`config.mk`:
```
export PLATFORM = sky130hd
export DESIGN_NAME = hex_display_scanner
export DESIGN_NICKNAME = d
export VERILOG_FILES = /design/src/rtl/hex_display_scanner.sv
export SDC_FILE = /design/constraint.sdc
export NUM_CORES = 1
export LEC_CHECK = 0
export CAP_MARGIN = 30
export CORE_UTILIZATION = 53
export CTS_BUF_LIST = sky130_fd_sc_hd__clkbuf_2 sky130_fd_sc_hd__clkbuf_4 sky130_fd_sc_hd__clkbuf_8
export CTS_CLUSTER_SIZE = 10
export DETAILED_ROUTE_END_ITERATION = 10
export PLACE_DENSITY = 0.78
export SLEW_MARGIN = 25
export SYNTH_ARGS = -nofsm -noshare
export SYNTH_HDL_FRONTEND = slang
export SYNTH_SLANG_ARGS = --single-unit
```
`constraint.sdc`:
```
create_clock -name clk_i -period 2.49 [get_ports clk_i]
set_input_delay 0.6225 -clock clk_i [delete_from_list [all_inputs] [get_ports clk_i]]
set_output_delay 0.6225 -clock clk_i [all_outputs]
set_load 0.1 [all_outputs]
```
`src/rtl/hex_display_scanner.sv`:
```
// ============================================================================
// Module   : hex_display_scanner
// Brief    : Shows a captured 10-bit value as 3 hex digits on a 4-digit
//            multiplexed common-anode display, updating once per frame.
// Revision : 1.0
// ============================================================================
`default_nettype none

module hex_display_scanner #(
    parameter int DIV    = 50000,
    parameter int DATA_W = 10
) (
    input  logic              clk_i,
    input  logic              rst_i,
    input  logic [DATA_W-1:0] data_i,
    input  logic              load_i,
    input  logic              blank_i,
    output logic [6:0]        hex_o,
    output logic [3:0]        an_o,
    output logic              frame_o
);

    localparam int CNT_W = $clog2(DIV);
    localparam logic [CNT_W-1:0] TICK_LAST = CNT_W'(DIV - 1);

    logic [CNT_W-1:0]  tick_cnt;
    logic [1:0]        dig_idx;
    logic [DATA_W-1:0] shadow;
    logic [DATA_W-1:0] display;
    logic              pending;

    logic              tick;
    logic              wrap;
    logic              commit;
    logic [3:0]        nibble;
    logic              blanked;
    logic [3:0]        an_next;
    logic [6:0]        hex_next;

    // Active-low segments {g,f,e,d,c,b,a}.
    function automatic logic [6:0] seg_code(input logic [3:0] val);
        logic [6:0] code;
        case (val)
            4'h0:    code = 7'h40;
            4'h1:    code = 7'h79;
            4'h2:    code = 7'h24;
            4'h3:    code = 7'h30;
            4'h4:    code = 7'h19;
            4'h5:    code = 7'h12;
            4'h6:    code = 7'h02;
            4'h7:    code = 7'h78;
            4'h8:    code = 7'h00;
            4'h9:    code = 7'h10;
            4'hA:    code = 7'h08;
            4'hB:    code = 7'h03;
            4'hC:    code = 7'h46;
            4'hD:    code = 7'h21;
            4'hE:    code = 7'h06;
            default: code = 7'h0E;
        endcase
        return code;
    endfunction

    assign tick   = (tick_cnt == TICK_LAST);
    assign wrap   = tick && (dig_idx == 2'd3);
    // Display only changes at the frame boundary, so a frame never mixes two values.
    assign commit = wrap && pending;

    always_ff @(posedge clk_i or posedge rst_i) begin
        if (rst_i) begin
            tick_cnt <= '0;
            dig_idx  <= 2'd0;
        end else begin
            tick_cnt <= tick ? '0 : tick_cnt + 1'b1;
            if (tick) begin
                dig_idx <= dig_idx + 2'd1;
            end
        end
    end

    // A load coincident with the commit still lands in shadow and stays pending.
    always_ff @(posedge clk_i or posedge rst_i) begin
        if (rst_i) begin
            shadow  <= '0;
            display <= '0;
            pending <= 1'b0;
            frame_o <= 1'b0;
        end else begin
            frame_o <= commit;
            if (commit) begin
                display <= shadow;
            end
            if (load_i) begin
                shadow  <= data_i;
                pending <= 1'b1;
            end else if (commit) begin
                pending <= 1'b0;
            end
        end
    end

    always_comb begin
        nibble  = 4'h0;
        blanked = 1'b0;
        case (dig_idx)
            2'd0: begin
                nibble = display[3:0];
            end
            2'd1: begin
                nibble  = display[7:4];
                blanked = blank_i && (display[9:4] == 6'd0);
            end
            2'd2: begin
                nibble  = {2'b00, display[9:8]};
                blanked = blank_i && (display[9:8] == 2'd0);
            end
            default: begin
                blanked = 1'b1;
            end
        endcase
        an_next  = blanked ? 4'b1111 : ~(4'b0001 << dig_idx);
        hex_next = blanked ? 7'h7F : seg_code(nibble);
    end

    always_ff @(posedge clk_i or posedge rst_i) begin
        if (rst_i) begin
            an_o  <= 4'b1111;
            hex_o <= 7'h7F;
        end else begin
            an_o  <= an_next;
            hex_o <= hex_next;
        end
    end

endmodule

`default_nettype wire

```
# Word-level counts from Yosys, hierarchy flattened
# Memories as Yosys holds them, arrays and structs flattened.
# Index checks and enable logic that the tools add are counted.
dict set report classes {
  addsub 2
  n_eq_ne 4
  shifts 1
  muxes 7
  bitwise 1
  reduce_logical 8
}
# cell count
set ops {}
lappend ops {{adder 16 x 1 -> 16 bit, second input constant} 1}
lappend ops {{== test 16 bit, second input constant} 1}
lappend ops {{two-way mux 16 bit} 1}
lappend ops {{case mux 4 bit (3 select lines)} 1}
lappend ops {{two-way mux 7 bit} 1}
lappend ops {{logical NOT 6 bit} 1}
lappend ops {{== test 2 bit, second input constant} 2}
lappend ops {{logical AND 1 bit} 4}
lappend ops {{logical NOT 2 bit} 2}
lappend ops {{two-way mux 4 bit} 1}
lappend ops {{inverter 4 bit} 1}
lappend ops {{<< shifter 1 x 2 -> 4 bit, first input constant} 1}
lappend ops {{case mux 1 bit (3 select lines)} 1}
lappend ops {{adder 2 x 1 -> 2 bit, second input constant} 1}
lappend ops {{== test 2 x 1 -> 1 bit, second input constant} 1}
lappend ops {{two-way mux 1 bit} 2}
lappend ops {{nonzero test 2 bit} 1}
dict set report totals {
  ff_bits 51
  rom_bits 112
  in_bits 14
  out_inout_bits 12
  word_cells 32
  mem_count 1
}
# memory depth word_bits read_ports rd_ports_with_merged_regs wr line
set mem_list {}
lappend mem_list {{(name not given)} 16 7 1 0 0 43} ;# case (val)

# Longest topological paths before layout
# Gate-level depths: netlist of the first run.
dict set report depth {
  depth_word 5
  ltp_mapped 10
  depth_no_buf 10
}

# Worst setup path after synthesis of the first run
# OpenSTA, ideal clock, no wires.
dict set report synth_timing {
  path_type {register to register}
  from {register dig_idx[0]}
  to {register hex_o[1]}
  setup_ns 0.094
  arrival_ns 2.287
  required_time_ns 2.396
  path_slack_ns 0.109
  stages_incl_launch_ff 8
  path_buffers 0
  synth_period_minus_slack_ns 2.381
  path_cell_list {dfrtp_1 inv_1 ha_1 a222oi_1 nor2_1 ha_1 or4b_2 o311ai_2}
}
dict set report synth_via {
  elab_chain_len 4
  elab_cells_between_ends 7
  cone_classes {2 x eq/ne; 3 x mux; 1 x reduce/logical; 1 x memory}
}
# item line
set synth_rtl {}
lappend synth_rtl {{start, declared} 27} ;# logic [1:0] dig_idx;
lappend synth_rtl {{start signal, assigned} 76} ;# dig_idx <= dig_idx + 2'd1;
lappend synth_rtl {{== test 2 bit, or another cell as far along} 105} ;# case (dig_idx)
lappend synth_rtl {{case mux 4 bit (3 select lines)} 105}
lappend synth_rtl {{memory read (16 x 7 bit)} n/a}
lappend synth_rtl {{two-way mux 7 bit (*)} 122} ;# hex_next = blanked ? 7'h7F : seg_code(nibble);
lappend synth_rtl {{net hex_next[1]} 38} ;# logic [6:0] hex_next;
lappend synth_rtl {{end signal, assigned} 131} ;# hex_o <= hex_next;
lappend synth_rtl {{end, declared} 18} ;# output logic [6:0] hex_o,
# Mark *: on every way through the listed nets, which the timed path passes. The rest lies on a longest branch.
# A chain may end at the register's enable or synchronous reset.

# Worst setup path after layout of the first run
dict set report layout_timing {
  from {register dig_idx[1]}
  to {register hex_o[1]}
}
# Same word-level chain as after synthesis.

==> reports/results.tsv, run 1 <==
stage	metric	value	unit
outcome	status	finished, final reports clean	
setup_path	R2R Setup Slk	0.04	ns
synthesis	Synth Flop Type	dfrtp_1	
synthesis	synthesized netlist cell count	201	
route	via count	1678	
clocking	CTS Hold Buffers Added	0	
grt	largest net degree at the start of global routing	52	
route	final WL	4590	microns
power	Gate power share	3.8	%
setup_path	CP required	2.72	ns
grt	global-route usage over all layers	20.1	%
power	maximum vdd drop	0.473	mV
power	Switching Share	19.0	%
grt	GR Util met2	33.1	%
setup_path	Critical Path Start	dig_idx[1]	
grt	vias in the first global route	1657	
power	P_sw	0.303	mW
setup_path	CP max-delay cell	or4b_2	
route	first-pass iteration count of the detailed router	4	
die	Site Rows	24	
synthesis	FF+latch count, synth	51	
sta	Slew Limit Fails	0	
clocking	CTS tree	built	
setup_path	worst-path cell chain	inv_2 > ha_4 > a222oi_1 > nor2_1 > inv_1 > ha_1 > or4b_2 > o311ai_2	
synthesis	syn_nets	227	
sta	clock skew	0.00833	ns
setup_path	Reg-to-Reg End	hex_o[1]	
finish	Area Overhead vs Synth	20.6	%
synthesis	largest cells by area after synthesis	dfrtp_1, dfstp_2, ha_1	
finish	layout cells sized above 1	34.6	%
synthesis	Seq/Total Area, Yosys	52.4	%
setup_path	FF-to-FF path depth	8	
synthesis	Mapped Area	2460	sq um
grt	GRT Residual Overflow	0	
synthesis	async set-reset flop share out of synthesis	100	%
setup_path	Crit path largest cell delay	0.65	ns
clocking	Reg clk slew, reported paths	0.09	ns
synthesis	EDFF count, synth	0	
power	Clock power frac	42.7	%
sta	Slew HR	59.3	%
sta	final hold violations	0	
die	Initial Util	55.8	%
setup_path	origin of the critical flop-to-flop path	dig_idx[1]	
setup_path	Worst Path Max Fanout	5	
sta	Final setup viols	0	
clocking	CTS H-tree lvls	2	
finish	Final #Nets	265	
grt	global routing's busiest layer	met2	
sta	Final period util	98.4	%
power	internal power	1.29	mW
grt	Global Route met3 Usage	4.33	%
clocking	root buf cell	clkbuf_8	
flow_run	Max Cap Viol	0	
die	die outline width	70.1	microns
place	IO buf count	25	
clocking	Worst-Skew Late Latency	0.31	ns
power	leakage power total	1.29	nW
place	DP Worst Slack	0.0693	ns
die	Core ar.	4410	sq um
route	remaining antenna violation count	0	
clocking	CTS Sinks	51	
setup_path	Setup crit end	hex_o[1]	
die	chip height	70.1	microns
synthesis	Mapped Avg Cell Area	12.2	sq um
sta	fmax	408	MHz
route	DR WL/cell	15.7	microns
route	Residual DRC	0	
route	DR iter-0 viols	110	
die	Die ar.	4920	sq um
clocking	CTS buffer count	5	
power	sequential share of power	53.5	%
clocking	CTS max path bufs	2	
setup_path	startpoint types	flop	
place	routability cong.	0.901	
sta	final worst setup slack	0.0406	ns
power	Cell Pwr Density	538	nW/um^2
synthesis	synth warn	0	
synthesis	Yosys top cell area share	40.7	%
route	post-DR vias/cell	5.75	
grt	global-route wire length before repair	7660	microns
die	Ports	26	
synthesis	Synth cell types	45	
finish	diode count	0	
setup_path	Arrival @ worst endpoint	2.67	ns
worst_hold_path	hold crit path type	reg2reg	
grt	initial antenna violation count	0	
grt	GR met1 Demand/Resource	26.5	%
power	Power, Total	1.60	mW
setup_path	CP Class	reg2reg	
setup_path	Setup crit end kind	flop	
sta	Tmin final	2.45	ns
place	HPWL Detailed	3180	microns
sta	Worst-Margin Slew	0.611	ns
synthesis	Yosys top cell by area	dfrtp_1	
-- cells in the final DEF (no fill, tap or decap), drive strengths merged, types with 7 or more instances in the layout --
| cell | n |
|---|---|
| clkdlybuf4s50 | 13 |
| inv | 12 |
| dfstp | 11 |
| nand2 | 9 |
| buf | 24 |
| o21ai | 7 |
| xnor2 | 9 |
| dfrtp | 40 |
| ha | 12 |
| nor2 | 16 |
| mux2 | 21 |
-- registers in the layout, summed over array words and instances, names as in the netlist --
register  flops
pending       1
shadow       10
hex_o         7
display      10
frame_o       1
dig_idx       2
an_o          4
tick_cnt     16
-- layout make-up --
type | instances | area [sq um]
fill | 319 | 1450
sequential | 51 | 1290
multi-input combinational | 132 | 1110
timing repair buffer | 37 | 323
clock buffer | 6 | 76.3
tap | 52 | 65.1
clock inverter | 2 | 60.1
inverter | 12 | 45.0
-- metal layers --
metal,wire length [microns],vias up
li1,-,788
met1,2090,843
met2,2230,38
met3,191,9
met4,84,0
met5,0,-
-- worst max-delay path, delay by kind of cell, from the launching register on --
kind	cells	cell delay, ns
AND/OR/NAND/NOR	2	0.75
AO/OA/AOI/OAI	2	0.59
buffers and inverters	2	0.18
flip-flops	1	0.43
adder cells (fa/ha/maj)	2	0.42
-- power by group through the flow --
| stage | Combinational (mW) | Sequential (mW) | Clock [mW] |
|---|---|---|---|
| 2_1_floorplan | 0.0319 | 0.866 | 0 |
| 3_3_place_gp | 0.0609 | 0.868 | 0 |
| 3_5_place_dp | 0.0629 | 0.869 | 0 |
| 4_1_cts | 0.0628 | 0.854 | 0.692 |
| 5_1_grt | 0.0682 | 0.856 | 0.717 |
| 6_report | 0.0608 | 0.854 | 0.682 |
-- per-stage QoR --
stage               instances  utilization, %  area, sq um  hold WS, ns  TNS (ns)
global route              292            67.3         2970        0.526    -0.133
finish                    292            67.3         2970        0.507         0
floorplan                 201               -         2460        0.455         0
detailed placement        280            62.9         2780        0.493         0
global placement          280            62.9         2780        0.475         0
CTS                       288            66.0         2910        0.514         0
-- kinds of logic after synthesis --
family | share of synthesized area (%)
compound gates | 7.73
xor+xnor | 4.98
fa+ha+maj | 6.10
buf+inv | 3.51
flops | 52.4
mux | 11.5
simple gates | 13.7
-- how the worst min path moves through the flow --
stage	start	end	slack [ns]	cells past startpoint
CTS	shadow[3]	display[3]	0.51	1
global route	shadow[1]	display[1]	0.53	1
global placement	tick_cnt[0]	tick_cnt[0]	0.47	1
finish	tick_cnt[0]	tick_cnt[0]	0.51	1
detailed placement	shadow[3]	display[3]	0.49	1
floorplan	tick_cnt[0]	tick_cnt[0]	0.45	1
-- timing repair --
action | in CTS | in global routing
setup buffers | 0 | 4
endpoints found under the setup margin | 0 | 5
gates resized for setup | 0 | 9
-- cells in the mapped netlist (all sizes together), types with 2 or more instances --
cell type,count
nor4b,2
or3b,2
a22oi,2
nand4,4
dfstp,11
ha,12
o311ai,2
nor2,16
a21oi,4
inv,12
o21ai,7
a222oi,2
nor2b,2
mux2,21
nand3,6
dfrtp,40
nor3,4
clkbuf,3
nor4,5
xor2,5
xnor2,9
buf,3
nand2,9
No activity file was read; power rests on OpenSTA's default activity.
==> run 2: changes to the inputs <==
--- a/config.mk
+++ b/config.mk
@@ -5,6 +5,7 @@
 export SDC_FILE = /design/constraint.sdc
 export NUM_CORES = 1
 export LEC_CHECK = 0
+export ABC_AREA = 1
 export CAP_MARGIN = 30
 export CORE_UTILIZATION = 53
 export CTS_BUF_LIST = sky130_fd_sc_hd__clkbuf_2 sky130_fd_sc_hd__clkbuf_4 sky130_fd_sc_hd__clkbuf_8
==> run 2 against run 1 <==
Net effect: combinational power is 7.7% lower; clock power is 1% lower; first-iteration DRC count is 13% lower; clock skew is 0.0020 ns lower.
==> reports/results.tsv, run 2 <==
stage	metric	value	unit
finish	commonest non-fill, non-tap cell in the layout	nand2_1	
finish	Final Core Density	63.6	%
flow_run	Max Cap Viol	0	
setup_path	Setup crit end	hex_o[1]	
place	Post-DP Area	2870	sq um
synthesis	async set-reset flop share out of synthesis	100	%
synthesis	most common cell in the netlist	nand2_1	
die	Initial Util	54.8	%
finish	combined area of the multi-input logic cells	1100	sq um
power	maximum vdd drop	0.277	mV
setup_path	Critical Path Start	dig_idx[0]	
setup_path	Worst Path Max Fanout	4	
finish	max FFs per register	16	
route	DR iter-0 viols	96	
sta	Final period util	75.9	%
synthesis	EDFF count, synth	0	
synthesis	Mapped Avg Cell Area	8.02	sq um
place	routability cong.	0.897	
synthesis	most instantiated cells after synthesis	nand2_1, dfrtp_1, inv_1	
worst_hold_path	Hold Path Origin	shadow[0]	
synthesis	FF+latch count, synth	51	
synthesis	largest cells by area after synthesis	dfrtp_1, nand2_1, dfstp_2	
power	Cell Pwr Density	527	nW/um^2
clocking	CTS resizes	0	
route	final WL	4450	microns
finish	Area Overhead vs Synth	16.0	%
sta	final worst setup slack	0.600	ns
clocking	CTS tree	built	
clocking	CTS Hold Buffers Added	0	
die	Core ar.	4720	sq um
worst_hold_path	hold crit path type	reg2reg	
setup_path	Setup crit end kind	flop	
outcome	status	finished, final reports clean	
sta	Final setup viols	0	
clocking	CTS Sinks	51	
synthesis	Yosys top cell by area	dfrtp_1	
clocking	CTS max path bufs	2	
setup_path	Arrival @ worst endpoint	2.14	ns
die	die outline width	71.9	microns
setup_path	worst-path cell chain	inv_1 > ha_1 > nand2_1 > nand3_1 > nand2_1 > inv_1 > ha_1 > o21ai_0 > nand2_1 > nand2_1	
sta	clock skew	0.00634	ns
route	post-DR vias/cell	4.75	
setup_path	CP max-delay cell	dfrtp_1	
sta	fmax	529	MHz
route	remaining antenna violation count	0	
setup_path	Crit path largest cell delay	0.41	ns
synthesis	syn_nets	349	
place	HPWL Detailed	3380	microns
finish	Reg area	1290	sq um
grt	initial antenna violation count	0	
setup_path	CP required	2.74	ns
grt	GRT Residual Overflow	0	
finish	largest register by flop count	tick_cnt	
sta	final hold violations	0	
route	DR WL/cell	10.6	microns
clocking	Worst-Skew Late Latency	0.31	ns
synthesis	synth warn	0	
grt	vias in the first global route	1798	
place	DP Worst Slack	0.487	ns
setup_path	CP Class	reg2reg	
sta	Slew HR	70.3	%
clocking	CTS buffer count	5	
clocking	Reg clk slew, reported paths	0.09	ns
sta	Slew Limit Fails	0	
finish	post-route cell area	3000	sq um
setup_path	CP most frequent cell	nand2_1	
die	Die ar.	5170	sq um
setup_path	R2R Setup Slk	0.60	ns
sta	Fin Setup TNS	0	ns
synthesis	Synth cell types	23	
clocking	Setup Buffers After CTS	0	
place	IO buf count	25	
synthesis	Yosys top cell area share	38.6	%
power	Power, Total	1.58	mW
synthesis	Seq/Total Area, Yosys	49.8	%
clocking	root buf cell	clkbuf_8	
grt	global-route usage over all layers	20.0	%
finish	layout cells sized above 1	12.2	%
setup_path	origin of the critical flop-to-flop path	dig_idx[0]	
setup_path	startpoint types	flop	
die	chip height	71.9	microns
clocking	CTS H-tree lvls	2	
grt	largest net degree at the start of global routing	26	
die	Ports	26	
synthesis	synthesized netlist cell count	323	
setup_path	Reg-to-Reg End	hex_o[1]	
setup_path	FF-to-FF path depth	10	
die	Site Rows	25	
synthesis	Mapped Area	2590	sq um
finish	biggest regs	tick_cnt (16), display (10), shadow (10)	
sta	Tmin final	1.89	ns
finish	diode count	0	
finish	FILL cells	395	
sta	Worst-Margin Slew	0.444	ns
finish	Final #Nets	378	
route	via count	1997	
synthesis	Synth Flop Type	dfrtp_1	
route	first-pass iteration count of the detailed router	4	
route	Residual DRC	0	
sta	unrepaired setup endpoints after global routing	false	
grt	global-route wire length before repair	8010	microns
finish	most frequent cells in the layout	nand2_1, dfrtp_1, inv_1, nor2_1, nand3_1	
power	leakage power total	1.56	nW
-- run 2: layout make-up --
| class | count | share of cell area [%] |
|---|---|---|
| sequential | 51 | 42.9 |
| multi-input combinational | 227 | 36.8 |
| timing repair buffer | 28 | 8.08 |
| inverter | 39 | 4.87 |
| tap | 67 | 2.79 |
| clock buffer | 5 | 2.29 |
| clock inverter | 3 | 2.25 |
-- run 2: cells by family (layout without fill, tap and decap cells) --
group | count (synthesis) | in the layout | synth area share (%)
buffers and inverters | 45 | 75 | 7.54
DFF | 51 | 51 | 49.8
and+or+nand+nor | 194 | 194 | 31.6
xor gates and xnor gates | 8 | 8 | 2.71
adders and majority gates | 12 | 12 | 5.80
AOI/OAI and AO/OA | 13 | 13 | 2.51
-- run 2: routing by layer --
| metal | vias to the layer above | share of wire, % | track usage, % |
|---|---|---|---|
| met5 | - | 0 | 0 |
| met4 | 0 | 1.1 | 6.54 |
| met3 | 5 | 4.7 | 4.58 |
| met2 | 50 | 46 | 30.9 |
| met1 | 885 | 48 | 28.2 |
| li1 | 1057 | - | - |
-- run 2: per-stage QoR --
step / hold WS [ns] / std cells
6_report: 0.479 / 420
3_5_place_dp: 0.462 / 412
5_1_grt: 0.503 / 420
2_1_floorplan: 0.442 / 323
4_1_cts: 0.485 / 420
3_3_place_gp: 0.455 / 412
-- run 2: report_power, final --
group          leakage, nW  switching [mW]  internal (mW)
logic                0.862          0.0298         0.0263
clock network       0.0644           0.275          0.400
registers            0.636         0.00781          0.843
-- run 2: worst min-delay path by stage --
| stage | depth (start not counted) | end |
|---|---|---|
| after floorplan | 2 | shadow[8] |
| after global placement | 2 | shadow[0] |
| after detailed placement | 2 | shadow[0] |
| after CTS | 2 | shadow[0] |
| after global routing | 2 | shadow[0] |
| final | 2 | shadow[0] |
-- run 2: worst max-delay path, delay by kind of cell, from the launching register on --
family	cells	cell delay [ns]
simple gates	5	0.44
fa+ha+maj	2	0.59
compound gates	1	0.17
buf+inv	2	0.22
flops	1	0.41
==> patch (config.mk and constraints of run 2) <==
Change the parameter `DIV` from 50000 to 100000.
--- a/src/rtl/hex_display_scanner.sv
+++ b/src/rtl/hex_display_scanner.sv
@@ -9,3 +9,3 @@
 module hex_display_scanner #(
-    parameter int DIV    = 50000,
+    parameter int DIV    = 100000,
     parameter int DATA_W = 10
Function: no difference found for any inputs over 10 cycles, from zero or initial values and one cycle with rst_i high; that may be too few to reach the edited logic, so the function may still have changed.
==> patch against run 2 <==
Area after synthesis grew 8.9%; hold slack lost 6.4 ps; sequential share of layout area decreased by 1.7 points; routed wire length up 13%; design area increased by 6.2%; worst setup slack got worse by 74 ps; maximum frequency down 3.8%; die area is 8.6% higher; sequential cell count up 1; synthesized cell count up 5.0%; total power is 12% lower; highest routed layer unchanged.
==> patch: results <==
[detailed_routing]
drt_iter0_markers = 155
num_vias = 2210
drt-total-wl_um = 5011
dr.pass1.iters = 5

[hold_path]
min_path_cells = 1
hp-class = "reg -> reg"

[final_layout]
largestRegisters = "tick_cnt (17), display (10), shadow (10)"
diodes = 0
drive_gt1_share_pct = 17.34
fin_cells = 439
design.final.nets = 394

[power]
irDropWorstVdd_mv = 0.2819
cellLeakagePower_uw = 0.001627

[yosys]
synthTopCellsByArea = "dfrtp_1 36%, nand2_1 15%, dfstp_2 10%"
synth.avg_cell_area_um2 = 8.319
ys_top_cells_by_count = "116 x nand2_1, 41 x dfrtp_1, 30 x inv_1"
ys_seq_area_share_pct = 46.63
ys_types = 30

[grt]
antenna_found_initial = 0
track_usage_pct = 20.09
grt_max_degree = 53
grt_pass1_vias = 1950
grt_pass1_wl_um = 8569

[clocking]
clk_pin_slew_ps = 90
clockBufferDepth = 2

[placement]
dp_cells = 431
dpl.hpwl_um = 3693

[setup_path]
cp_max_fo = 5
r2r_slack_ps = 530
crit_arrival_ps = 2190
endpoint = "hex_o[3]$_DFF_PP1_"

[outcome]
outcome = "finished, final reports clean"

[sta]
tightest_slew_ps = 400.7
fin_skew_ps = 3.787
patch: logic make-up (layout without fill, tap and decap cells):
group | after synthesis | count (layout) | share of synthesized area, %
adder cells (fa/ha/maj) | 12 | 12 | 5.324
AO/OA/AOI/OAI | 9 | 9 | 2.174
AND/OR/NAND/NOR | 211 | 211 | 35.49
buffers and inverters | 45 | 75 | 7.276
flip-flops | 52 | 52 | 46.63
XOR/XNOR | 10 | 10 | 3.105
patch: layer usage:
metal	vias to the layer above	global-route usage [%]	wire length [um]
met5	-	0	0
met4	0	7.128	62
met1	1010	27.43	2312
met3	5	3.347	281
met2	71	32.43	2355
li1	1124	-	-
patch: critical path, stage by stage, from the launching register on:
cell	delay [ps]
dfrtp_1	450
inv_1	100
ha_1	260
nand2_1	80
nand3_1	70
nand2_1	160
inv_1	120
ha_1	300
nand3b_1	180
nand3_1	100
nand3_1	80
patch: cell type report:
| type | count | area (um2) |
|---|---|---|
| fillers | 444 | 1917 |
| multi-input cells | 242 | 1300 |
| inverters | 39 | 146.4 |
| flip-flops and latches | 52 | 1315 |
| clock inverters | 3 | 17.52 |
| well taps | 70 | 87.58 |
| clock buffers | 5 | 68.82 |
| repair buffers | 28 | 255.2 |
patch: how the worst min path moves through the flow:
| stage | from | to | slack (ps) |
|---|---|---|---|
| 2_1_floorplan | tick_cnt[0]$_DFF_PP0_ | tick_cnt[0]$_DFF_PP0_ | 430 |
| 3_3_place_gp | tick_cnt[0]$_DFF_PP0_ | tick_cnt[0]$_DFF_PP0_ | 450 |
| 3_5_place_dp | tick_cnt[0]$_DFF_PP0_ | tick_cnt[0]$_DFF_PP0_ | 460 |
| 4_1_cts | tick_cnt[0]$_DFF_PP0_ | tick_cnt[0]$_DFF_PP0_ | 470 |
| 5_1_grt | shadow[8]$_DFFE_PP0P_ | shadow[8]$_DFFE_PP0P_ | 500 |
| 6_report | tick_cnt[0]$_DFF_PP0_ | tick_cnt[0]$_DFF_PP0_ | 470 |
patch: stage by stage:
stage | cell area [um2] | util, % | power, uW | worst slack [ps] | hold slack [ps]
2_1_floorplan | 2820 | - | 909.5 | 627.8 | 429.3
3_3_place_gp | 3104 | 60.78 | 942.0 | 615.4 | 448.2
3_5_place_dp | 3104 | 60.78 | 944.2 | 535.7 | 457.5
4_1_cts | 3191 | 62.47 | 1420 | 526.1 | 470.5
5_1_grt | 3191 | 62.47 | 1470 | 362.1 | 503.9
6_report | 3191 | 62.47 | 1399 | 526.0 | 472.1
patch: report_power, final:
part           leakage, uW  internal (uW)  switching [uW]
Combinational     0.000932           28.7            29.9
Sequential        0.000650            859            8.19
Clock            0.0000460            197             277
